<file path="config.mk">
export PLATFORM = sky130hd
export DESIGN_NAME = pipeline_ifr_stage
export DESIGN_NICKNAME = d
export VERILOG_FILES = /design/src/rtl/pipeline_pkg.sv /design/src/rtl/fetch_fifo.sv /design/src/rtl/pipeline_ifr_stage.sv
export SDC_FILE = /design/constraint.sdc
export NUM_CORES = 1
export LEC_CHECK = 0
export ABC_AREA = 0
export CAP_MARGIN = 20
export CORE_UTILIZATION = 40
export CTS_CLUSTER_DIAMETER = 40
export DETAILED_ROUTE_END_ITERATION = 10
export GPL_ROUTABILITY_DRIVEN = 0
export GPL_TIMING_DRIVEN = 0
export SLEW_MARGIN = 10
export SYNTH_ARGS = -nofsm -noshare
export SYNTH_HDL_FRONTEND = slang
export SYNTH_HIERARCHICAL = 1
export SYNTH_SLANG_ARGS = --single-unit
</file>
<file path="constraint.sdc">
create_clock -name clk -period 6.77 [get_ports clk]
set_clock_uncertainty 0.1 [all_clocks]
set_input_delay 1.0155 -clock clk [delete_from_list [all_inputs] [get_ports clk]]
set_output_delay 1.0155 -clock clk [all_outputs]
set_load 0.03 [all_outputs]
</file>
<file path="src/rtl/pipeline_pkg.sv">
// Shared types for the instruction-fetch stage.
//   NOP_INST      : addi x0,x0,0, presented to decode when no instruction is valid
//   fetch_state_e : fetch FSM states
//   fetch_entry_t : one fetched instruction with its PC (fetch-buffer payload)
package pipeline_pkg;

  localparam logic [31:0] NOP_INST = 32'h0000_0013;

  typedef enum logic [1:0] {
    S_REQ     = 2'd0,
    S_WAIT    = 2'd1,
    S_DISCARD = 2'd2
  } fetch_state_e;

  typedef struct packed {
    logic [63:0] pc;
    logic [31:0] inst;
  } fetch_entry_t;

endpackage

</file>
<file path="src/rtl/fetch_fifo.sv">
// Small circular fetch buffer of {pc,inst} entries.
//   clk, reset      : clock, synchronous active-high reset
//   clear           : synchronous flush of all entries (redirect)
//   push, push_data : write one entry (ignored when full)
//   pop             : drop the head entry (ignored when empty)
//   head            : oldest entry, valid when !empty
//   count/full/empty: occupancy
module fetch_fifo
  import pipeline_pkg::*;
#(
  parameter int unsigned DEPTH = 2
) (
  input  logic                     clk,
  input  logic                     reset,
  input  logic                     clear,
  input  logic                     push,
  input  fetch_entry_t             push_data,
  input  logic                     pop,
  output fetch_entry_t             head,
  output logic [$clog2(DEPTH):0]   count,
  output logic                     full,
  output logic                     empty
);

  localparam int unsigned PTR_W = $clog2(DEPTH);
  localparam int unsigned CNT_W = PTR_W + 1;

  fetch_entry_t     mem [DEPTH];
  logic [PTR_W-1:0] rd_ptr;
  logic [PTR_W-1:0] wr_ptr;
  logic             do_push;
  logic             do_pop;

  assign empty   = (count == '0);
  assign full    = (count == CNT_W'(DEPTH));
  assign do_push = push && !full;
  assign do_pop  = pop && !empty;
  assign head    = mem[rd_ptr];

  // Pointers wrap naturally because DEPTH is a power of two.
  always_ff @(posedge clk) begin
    if (reset || clear) begin
      rd_ptr <= '0;
      wr_ptr <= '0;
      count  <= '0;
    end else begin
      if (do_push) wr_ptr <= wr_ptr + PTR_W'(1);
      if (do_pop)  rd_ptr <= rd_ptr + PTR_W'(1);
      count <= count + CNT_W'(do_push) - CNT_W'(do_pop);
    end
  end

  // Storage needs no reset; occupancy tracking decides what is valid.
  always_ff @(posedge clk) begin
    if (do_push) mem[wr_ptr] <= push_data;
  end

endmodule

</file>
<file path="src/rtl/pipeline_ifr_stage.sv">
// Instruction-fetch producer feeding the decode stage.
//   clk, reset                 : clock, synchronous active-high reset
//   stall, flush               : hold / bubble the IF/ID output register
//   redirect_en, redirect_pc   : restart fetch at a new (word-aligned) PC
//   imem_req/addr/gnt          : fetch request handshake (one outstanding max)
//   imem_rvalid/rdata          : in-order instruction response
//   instruction_IF/pc_IFR/valid_IF : IF/ID output register
module pipeline_ifr_stage
  import pipeline_pkg::*;
#(
  parameter logic [63:0] RESET_PC  = 64'h0000_0000_8000_0000,
  parameter int unsigned BUF_DEPTH = 2
) (
  input  logic        clk,
  input  logic        reset,
  input  logic        stall,
  input  logic        flush,
  input  logic        redirect_en,
  input  logic [63:0] redirect_pc,
  output logic        imem_req,
  output logic [63:0] imem_addr,
  input  logic        imem_gnt,
  input  logic        imem_rvalid,
  input  logic [31:0] imem_rdata,
  output logic [31:0] instruction_IF,
  output logic [63:0] pc_IFR,
  output logic        valid_IF
);

  localparam int unsigned CNT_W = $clog2(BUF_DEPTH) + 1;

  fetch_state_e     state;
  logic [63:0]      fetch_pc;
  logic [63:0]      req_pc;
  logic [CNT_W-1:0] buf_count;
  logic             buf_full;
  logic             buf_empty;
  fetch_entry_t     buf_head;
  fetch_entry_t     rsp_entry;
  logic             outstanding;
  logic             rsp_ok;
  logic             bypass;
  logic             push;
  logic             pop;

  assign outstanding = (state != S_REQ);
  assign imem_addr   = fetch_pc;
  // Never request more than the buffer could absorb if decode stays stalled.
  assign imem_req    = !reset && !redirect_en && (state == S_REQ) &&
                       ((buf_count + CNT_W'(outstanding)) < CNT_W'(BUF_DEPTH));

  // A live response either goes straight to the output register or is buffered.
  assign rsp_ok    = (state == S_WAIT) && imem_rvalid && !redirect_en;
  assign bypass    = rsp_ok && buf_empty && !flush && !stall;
  assign push      = rsp_ok && !bypass;
  assign pop       = !redirect_en && !flush && !stall && !buf_empty;
  assign rsp_entry = '{pc: req_pc, inst: imem_rdata};

  fetch_fifo #(.DEPTH(BUF_DEPTH)) u_fifo (
    .clk       (clk),
    .reset     (reset),
    .clear     (redirect_en),
    .push      (push),
    .push_data (rsp_entry),
    .pop       (pop),
    .head      (buf_head),
    .count     (buf_count),
    .full      (buf_full),
    .empty     (buf_empty)
  );

  // Fetch FSM, fetch PC and IF/ID output register.
  always_ff @(posedge clk) begin
    if (reset) begin
      state          <= S_REQ;
      fetch_pc       <= RESET_PC;
      req_pc         <= '0;
      instruction_IF <= NOP_INST;
      pc_IFR         <= '0;
      valid_IF       <= 1'b0;
    end else if (redirect_en) begin
      fetch_pc       <= redirect_pc & ~64'h3;
      instruction_IF <= NOP_INST;
      pc_IFR         <= '0;
      valid_IF       <= 1'b0;
      // A response landing now is the stale one; otherwise wait it out.
      if (imem_rvalid && outstanding)       state <= S_REQ;
      else if (outstanding || imem_gnt)     state <= S_DISCARD;
      else                                  state <= S_REQ;
    end else begin
      case (state)
        S_REQ: begin
          if (imem_req && imem_gnt) begin
            req_pc   <= fetch_pc;
            fetch_pc <= fetch_pc + 64'd4;
            state    <= S_WAIT;
          end
        end
        S_WAIT:    if (imem_rvalid) state <= S_REQ;
        S_DISCARD: if (imem_rvalid) state <= S_REQ;
        default:   state <= S_REQ;
      endcase

      if (flush) begin
        instruction_IF <= NOP_INST;
        pc_IFR         <= '0;
        valid_IF       <= 1'b0;
      end else if (!stall) begin
        if (!buf_empty) begin
          instruction_IF <= buf_head.inst;
          pc_IFR         <= buf_head.pc;
          valid_IF       <= 1'b1;
        end else if (bypass) begin
          instruction_IF <= imem_rdata;
          pc_IFR         <= req_pc;
          valid_IF       <= 1'b1;
        end else begin
          instruction_IF <= NOP_INST;
          valid_IF       <= 1'b0;
        end
      end
    end
  end

  // Protocol checks for simulation.
  always_ff @(posedge clk) begin
    if (!reset) begin
      assert (!(push && buf_full))
        else $error("pipeline_ifr_stage: fetch buffer overflow");
      assert (!(imem_rvalid && state == S_REQ))
        else $error("pipeline_ifr_stage: rvalid with no request outstanding");
    end
  end

endmodule
</file>
# Yosys cells after proc, flatten, opt, wreduce, memory -nomap -nowiden
# Memory sizes are Yosys's and may differ from the RTL's. A register that Yosys moved wholly into a read port is not among the register bits.
# Cells that the tools add are included.
# Widths: inputs -> output; s select.
# totals
register_bits	231
ramBits	192
output_inout_bits	162
word_cells	83
mem_count	1
# classes
n_addsub	6
magnitude_cmp	1
eq_ne	6
mux	19
bitwise_logic	2
n_reduce_logical	38
# mem_list
name	depth	word_bits	rd	rd_clocked_by_memory_dff	write_ports	line_no	source
u_fifo.mem	2	96	1	1	1	fetch_fifo.sv:28	fetch_entry_t mem [DEPTH];
# op_table
cell	count
$mux 64	5
$add 64x3->64 const B	1
$mux 32	2
$logic_and 1x1->1	16
$mux 2	5
$reduce_and 2->1	4
$logic_not 1->1	7
$mux 1	6
$reduce_bool 2->1	3
$add 2x1->2	2
$eq 2x2->1 const B	2
$logic_not 2->1	2
$pmux 2 s2	1
$reduce_or 2->1	2
$ne 3x1->1 const B	1
$ne 3x2->1 const B	1
$reduce_and 3->1	1
$reduce_or 3->1	1
$add 1x1->1 const B	2
$eq 2x1->1 const B	1
$logic_or 1x1->1	2
$lt 2x2->1 const B	1
$ne 2x1->1 const B	1
$not 1->1	2
$sub 2x1->2	1

# Longest topological paths before layout
# Gate-level depths: netlist of run 1.
# depth
ltp_word	11
mapped_depth	13

# Cells and area by module
# The synthesis of run 1 kept the hierarchy.
# modules_own_cells
module	instances	cells_per_inst	area_per_inst_um2
pipeline_ifr_stage	1	1168	9810.7
fetch_fifo	1	326	7365.8

# Least setup slack after synthesis of run 1
# OpenSTA, ideal clock, no wires.
# synth_path
kind	input port to flip-flop
start	input redirect_en
end	memory u_fifo/mem[0][0] (netlist name), enable pin
arrival_ns	6.156
required_ns	6.118
path_slack_ns	-0.038
cell_stages	8
cell_sequence	buf_2 > inv_1 > clkbuf_1 > buf_1 > nand3_1 > a31oi_1 > nand2_1 > nor2_1
# synth_via
elab_chain_len	10
# synth_rtl
element	line_no	source
start, declared	pipeline_ifr_stage.sv:18	input logic redirect_en,
$logic_not 1->1 *	pipeline_ifr_stage.sv:53	assign rsp_ok = (state == S_WAIT) && imem_rvalid && !redirect_en;
$logic_and 1x1->1 *	pipeline_ifr_stage.sv:53	
$logic_and 1x1->1 (3 in series)	pipeline_ifr_stage.sv:54	assign bypass = rsp_ok && buf_empty && !flush && !stall;
$logic_not 1->1	pipeline_ifr_stage.sv:55	assign push = rsp_ok && !bypass;
$logic_and 1x1->1 *	pipeline_ifr_stage.sv:55	
named net push	pipeline_ifr_stage.sv:43	logic push;
$logic_and 1x1->1 *	fetch_fifo.sv:36	assign do_push = push && !full;
$mux 1 *	fetch_fifo.sv:55	if (do_push) mem[wr_ptr] <= push_data;
$mux 1 (not written as such) *	fetch_fifo.sv:55	
end, declared	fetch_fifo.sv:28	
# The timed path passes the listed nets; every way through them passes the cells marked *.

# Worst setup path after layout of run 1
# layout_path
start	input redirect_en
end	output imem_req
# layout_via
elab_chain_len	4
# layout_rtl
element	line_no	source
$logic_not 1->1	pipeline_ifr_stage.sv:49	assign imem_req = !reset && !redirect_en && (state == S_REQ) &&
$logic_and 1x1->1 (3 in series)	pipeline_ifr_stage.sv:49	
end, declared	pipeline_ifr_stage.sv:20	output logic imem_req,
# Every way passes these cells.

==> flow_summary.ini, run 1 <==
[outcome]
status = completed

[floorplan]
ios = 265
initial_core_util_pct = 40.8
rows = 75
die_x_um = 209
die_area_um2 = 43800
fp.dieH_um = 209
fp.coreArea_um2 = 42100

[pwr]
intPower_mw = 4.59
p_comb_share_pct = 5.5
pwr-share-clk_pct = 49.6
leakage_nw = 7.73
seqPwrFrac_pct = 44.9
vdd_drop_max_mv = 0.195
swShare_pct = 24.5
p_total_mw = 6.09
power_switching_mw = 1.49
powerDensity_nw_per_um2 = 270

[hold_path]
worstHoldStart = valid_IF
min_to = valid_IF
min_path_cells = 2
hold_path.class = register to register

[routing]
ant_nets = 0
wl_per_cell_um = 21.6
met3WireLength_um = 3660
drtIter0Drc = 1183
wl_met1_um = 23300
top_layer_used = met4
drt_wl_total_um = 52200
drc = 0
vias_per_cell = 5.45
drt_first_pass_iters = 6
via_count = 13134
wl_met2_um = 23700

[synth]
synth_area_um2 = 17200
syn_inst = 1493
yosysWarnings = 6
avgSynthCellArea_um2 = 11.5

[sta]
max_freq_ghz = 0.225
hold_violations = 0
rsz0062_at_grt = false
period_needed_ns = 4.45
tightest_slew_ns = 1.08
setup_viol = 0
final.period_utilization_pct = 65.7
slew_headroom_pct = 28.0
slew_violations = 0

[worst_setup_path]
required_ns = 5.65
crit_type = input pin to output port
crit_top_cell = clkdlybuf4s50_1
worst-path-max-fanout = 10
arrival_ns = 3.33
crit_path_end_kind = output port
rrSetupSlack_ns = 3.05
reg2reg_from = state[1]
reg2reg_depth = 10
r2r_end = imem_addr[5]
path_cells = clkdlybuf4s50_1 -> buf_2 -> nor4b_1 -> clkdlybuf4s50_1
cp_slowest_cell = clkdlybuf4s50_1
critPathMaxStageDelay_ns = 0.81
cp-start-kind = input pin

[clocking]
clkTransAtPathRegs_ns = 0.05
clock_latency_ns = 0.61
clk_path_buf_depth = 3
hold_buffers = 0
cts_root_buffer = clkbuf_16
clock_sinks = 420
cts_buffers = 58
cts_setup_buffers = 0
htreeDepth = 2
cts_tree = yes
ctsResizeCount = 0

[place]
dpl_cell_area_um2 = 20600
portBuffers = 259
dp_hpwl_um = 37600

[global_routing]
grt_usage_pct = 23.9
grt_pass1_wl_um = 79400
grt_max_degree = 51
grt_overflow = 0
grt_pass1_vias = 13089
antenna_found_initial = 1

[final_layout]
areaGrowthSynthToFinish_pct = 31.3
finish.instance_area_um2 = 22600
nets = 1930
drive_gt1_share_pct = 12.7
fillCellCount = 3620

[job]
cap_violations = 0
layout make-up:
class                           instances  area [um2]  area share, %
Antenna cell                            1        2.50         0.0111
Buffer                                110         529           2.35
Clock buffer                           70        1570           6.96
Clock inverter                         40         398           1.76
Inverter                               17        63.8          0.283
Multi-Input combinational cell        951        6280           27.8
Sequential cell                       420       10300           45.8
Tap cell                              539         674           2.99
Timing Repair Buffer                  264        2710           12.0
registers in the layout, indices dropped and copies added (netlist names), named ones only:
register and count:
imem_addr 62, instruction_IF 32, pc_IFR 64, req_pc 62, state 2, u_fifo/count 2
u_fifo/mem 192, u_fifo/rd_ptr 1, u_fifo/wr_ptr 1, valid_IF 1
worst max-delay path by stage:
stage | cells past startpoint | slack (ns) | to | startpoint
3_5_place_dp | 9 | 1.86 | u_fifo/mem[1][28] | redirect_en
3_3_place_gp | 9 | -1.60 | u_fifo/mem[0][72] | redirect_en
4_1_cts | 4 | 2.25 | imem_req | redirect_en
2_1_floorplan | 8 | 1.58 | u_fifo/mem[0][0] | redirect_en
5_1_grt | 4 | 2.19 | imem_req | redirect_en
6_report | 4 | 2.32 | imem_req | redirect_en
power by group through the flow:
stage / Sequential [mW] / Clock [mW] / Combinational [mW]
global placement: 2.79 / 0 / 0.328
CTS: 2.73 / 3.06 / 0.333
finish: 2.73 / 3.02 / 0.334
detailed placement: 2.79 / 0 / 0.330
global route: 2.74 / 3.17 / 0.353
floorplan: 2.81 / 0 / 0.110
metal layers:
metal / up-vias / track usage (%)
met5: - / 0
met4: 0 / 8.16
met3: 101 / 4.84
met2: 534 / 37.5
met1: 6299 / 32.8
li1: 6200 / -
stage by stage:
stage	utilization, %	hold slack (ns)	worst slack (ns)	std cells	TNS (ns)
final	53.5	0.359	2.32	2412	0
after global routing	53.5	0.404	2.19	2411	0
after CTS	53.5	0.358	2.25	2411	0
after detailed placement	48.9	0.351	1.86	2301	0
after global placement	48.6	0.347	-1.60	2296	-258.49
after floorplan	-	0.347	1.58	1498	0
worst max-delay path: cells and delay by family:
kind,cells,cell delay (ns)
buf+inv,3,1.55
simple gates,1,0.76
placed cells by master, fill, tap and decap left out, types with 14 or more instances in the layout:
| cell | count |
|---|---|
| a211oi_1 | 82 |
| a21oi_1 | 101 |
| a222oi_1 | 29 |
| a31oi_1 | 14 |
| buf_1 | 14 |
| clkbuf_1 | 85 |
| clkbuf_16 | 60 |
| clkdlybuf4s50_1 | 259 |
| dfxtp_1 | 228 |
| edfxtp_1 | 192 |
| inv_1 | 17 |
| mux2_2 | 58 |
| mux2_4 | 40 |
| mux2i_1 | 64 |
| nand2_1 | 170 |
| nand3_1 | 27 |
| nand4_1 | 17 |
| nor2_1 | 146 |
| nor3_1 | 25 |
| nor4_1 | 15 |
| o21ai_0 | 21 |
| xnor2_1 | 25 |
Power figures use the tool's default switching activity.
==> inputs of run 2 (changes only) <==
==> constraint.sdc (replaced) <==
create_clock -name clk -period 4.45 [get_ports clk]
set_clock_uncertainty 0.1 [all_clocks]
set_input_delay 0.6675 -clock clk [delete_from_list [all_inputs] [get_ports clk]]
set_output_delay 0.6675 -clock clk [all_outputs]
set_load 0.03 [all_outputs]
==> run 2 against run 1 <==
  * Sequential share of layout area up 0.28 points
  * Non-clock buffer count stayed put
  * Register-to-register slack lost 2.3 ns
  * Final area is 0.62% lower
  * Highest routed layer unchanged
  * Final cell count fell by 0.29%
  * Die area unchanged
  * Sequential power up 52%
==> flow_summary.ini, run 2 (synthesis results as in run 1) <==
[worst_setup_path]
crit_type = input pin to register
required_ns = 4.64
worst-path-max-fanout = 24
arrival_ns = 4.41
crit_path_end_kind = register
cp-start-kind = input pin

[place]
dp.cells = 2301
dpl_cell_area_um2 = 20600
portBuffers = 259
dp_hpwl_um = 37900

[routing]
drtIter0Drc = 1155
wl_per_cell_um = 21.9
drt_first_pass_iters = 6
via_count = 13130
ant_nets = 0
drc = 0
drt_wl_total_um = 52600
vias_per_cell = 5.46

[global_routing]
grt_pass1_wl_um = 78900
grt_pass1_vias = 12900
grt_usage_pct = 23.8
antenna_found_initial = 0
grt_max_degree = 52
grt_overflow = 0

[clocking]
cts_root_buffer = clkbuf_16
clk_path_buf_depth = 3
hold_buffers = 0
cts_buffers = 55
clock_sinks = 420
ctsResizeCount = 0
cts_setup_buffers = 0
clkTransAtPathRegs_ns = 0.05
clock_latency_ns = 0.60
htreeDepth = 2
cts_tree = yes

[sta]
slew_headroom_pct = 28.4
max_freq_ghz = 0.237
setup_viol = 0
hold_violations = 0
rsz0062_at_grt = false
tightest_slew_ns = 1.07
period_needed_ns = 4.22
slew_violations = 0
final.period_utilization_pct = 94.9

[floorplan]
die_area_um2 = 43800
ios = 265
die_x_um = 209
fp.coreArea_um2 = 42100
fp.dieH_um = 209
initial_core_util_pct = 40.8
rows = 75

[final_layout]
multi_input_area_um2 = 6280
areaGrowthSynthToFinish_pct = 30.5
drive_gt1_share_pct = 12.2
fillCellCount = 3623
seq_area_um2 = 10300
top_regs = u_fifo/mem x192, pc_IFR x64
fin_cells = 2405
layout_commonest_cell = clkdlybuf4s50_1
num_antenna_cells = 0
largest_reg_flops = 192
final_cell_mix = 259 x clkdlybuf4s50_1, 228 x dfxtp_1, 192 x edfxtp_1
finish.instance_area_um2 = 22400
largest_register = u_fifo/mem
nets = 1927

[pwr]
seqPwrFrac_pct = 46.1
pwr-share-clk_pct = 48.2
power_switching_mw = 2.11
leakage_nw = 7.65
p_comb_share_pct = 5.7
swShare_pct = 23.4
vdd_drop_max_mv = 0.276
intPower_mw = 6.91
p_total_mw = 9.01
powerDensity_nw_per_um2 = 402

[hold_path]
hold_path.class = register to register

[job]
cap_violations = 0

[outcome]
status = completed
## run 2: final timing paths
path | startpoint | endpoint | slack, ns | depth (start not counted)
worst max-delay path | redirect_en | u_fifo/mem[0][28] | 0.23 | 12
worst min-delay path | valid_IF | valid_IF | 0.36 | 2
worst max register to register | u_fifo/count[1] | u_fifo/count[1] | 0.75 | 12
worst min register to register | valid_IF | valid_IF | 0.36 | 2
## run 2: power by group through the flow
stage | clock, mW | sequential, mW | combinational (mW)
3_5_place_dp | 0 | 4.24 | 0.505
4_1_cts | 4.40 | 4.16 | 0.508
2_1_floorplan | 0 | 4.27 | 0.167
5_1_grt | 4.56 | 4.16 | 0.540
6_report | 4.34 | 4.16 | 0.511
3_3_place_gp | 0 | 4.24 | 0.500
## run 2: worst max-delay path: stages
cell and delay, ns:
clkdlybuf4s50_1 0.52, buf_2 0.28, inv_1 0.11, clkbuf_1 0.54
buf_1 0.55, nand3_1 0.16, a31oi_1 0.24, nand2_1 0.18
nor2_4 0.48, buf_12 0.27, buf_12 0.21, buf_16 0.17
## run 2: area by class of cell
class	instances	area share [%]
multi-input cells	951	28.0
clock inverters	32	1.32
plain buffers	110	2.36
well taps	539	3.01
flip-flops and latches	420	46.1
inverters	17	0.285
repair buffers	264	12.1
clock buffers	72	6.85
## run 2: through the flow
stage | util [%] | setup TNS, ns | setup WS, ns | hold slack [ns]
final | 53.2 | 0 | 0.226 | 0.360
after global routing | 53.2 | 0 | 0.0769 | 0.378
after CTS | 53.2 | 0 | 0.314 | 0.363
after detailed placement | 48.9 | -15.91 | -0.313 | 0.355
after global placement | 48.6 | -279.23 | -1.72 | 0.348
after floorplan | - | 0 | 0.663 | 0.347
## run 2: layer usage
| metal | vias to the layer above | GRT usage (%) | part of all wire (%) |
|---|---|---|---|
| met3 | 100 | 5.29 | 7.9 |
| met2 | 570 | 37.5 | 45 |
| li1 | 6170 | - | - |
| met5 | - | 0 | 0 |
| met4 | 0 | 8.62 | 3.1 |
| met1 | 6290 | 32.2 | 44 |
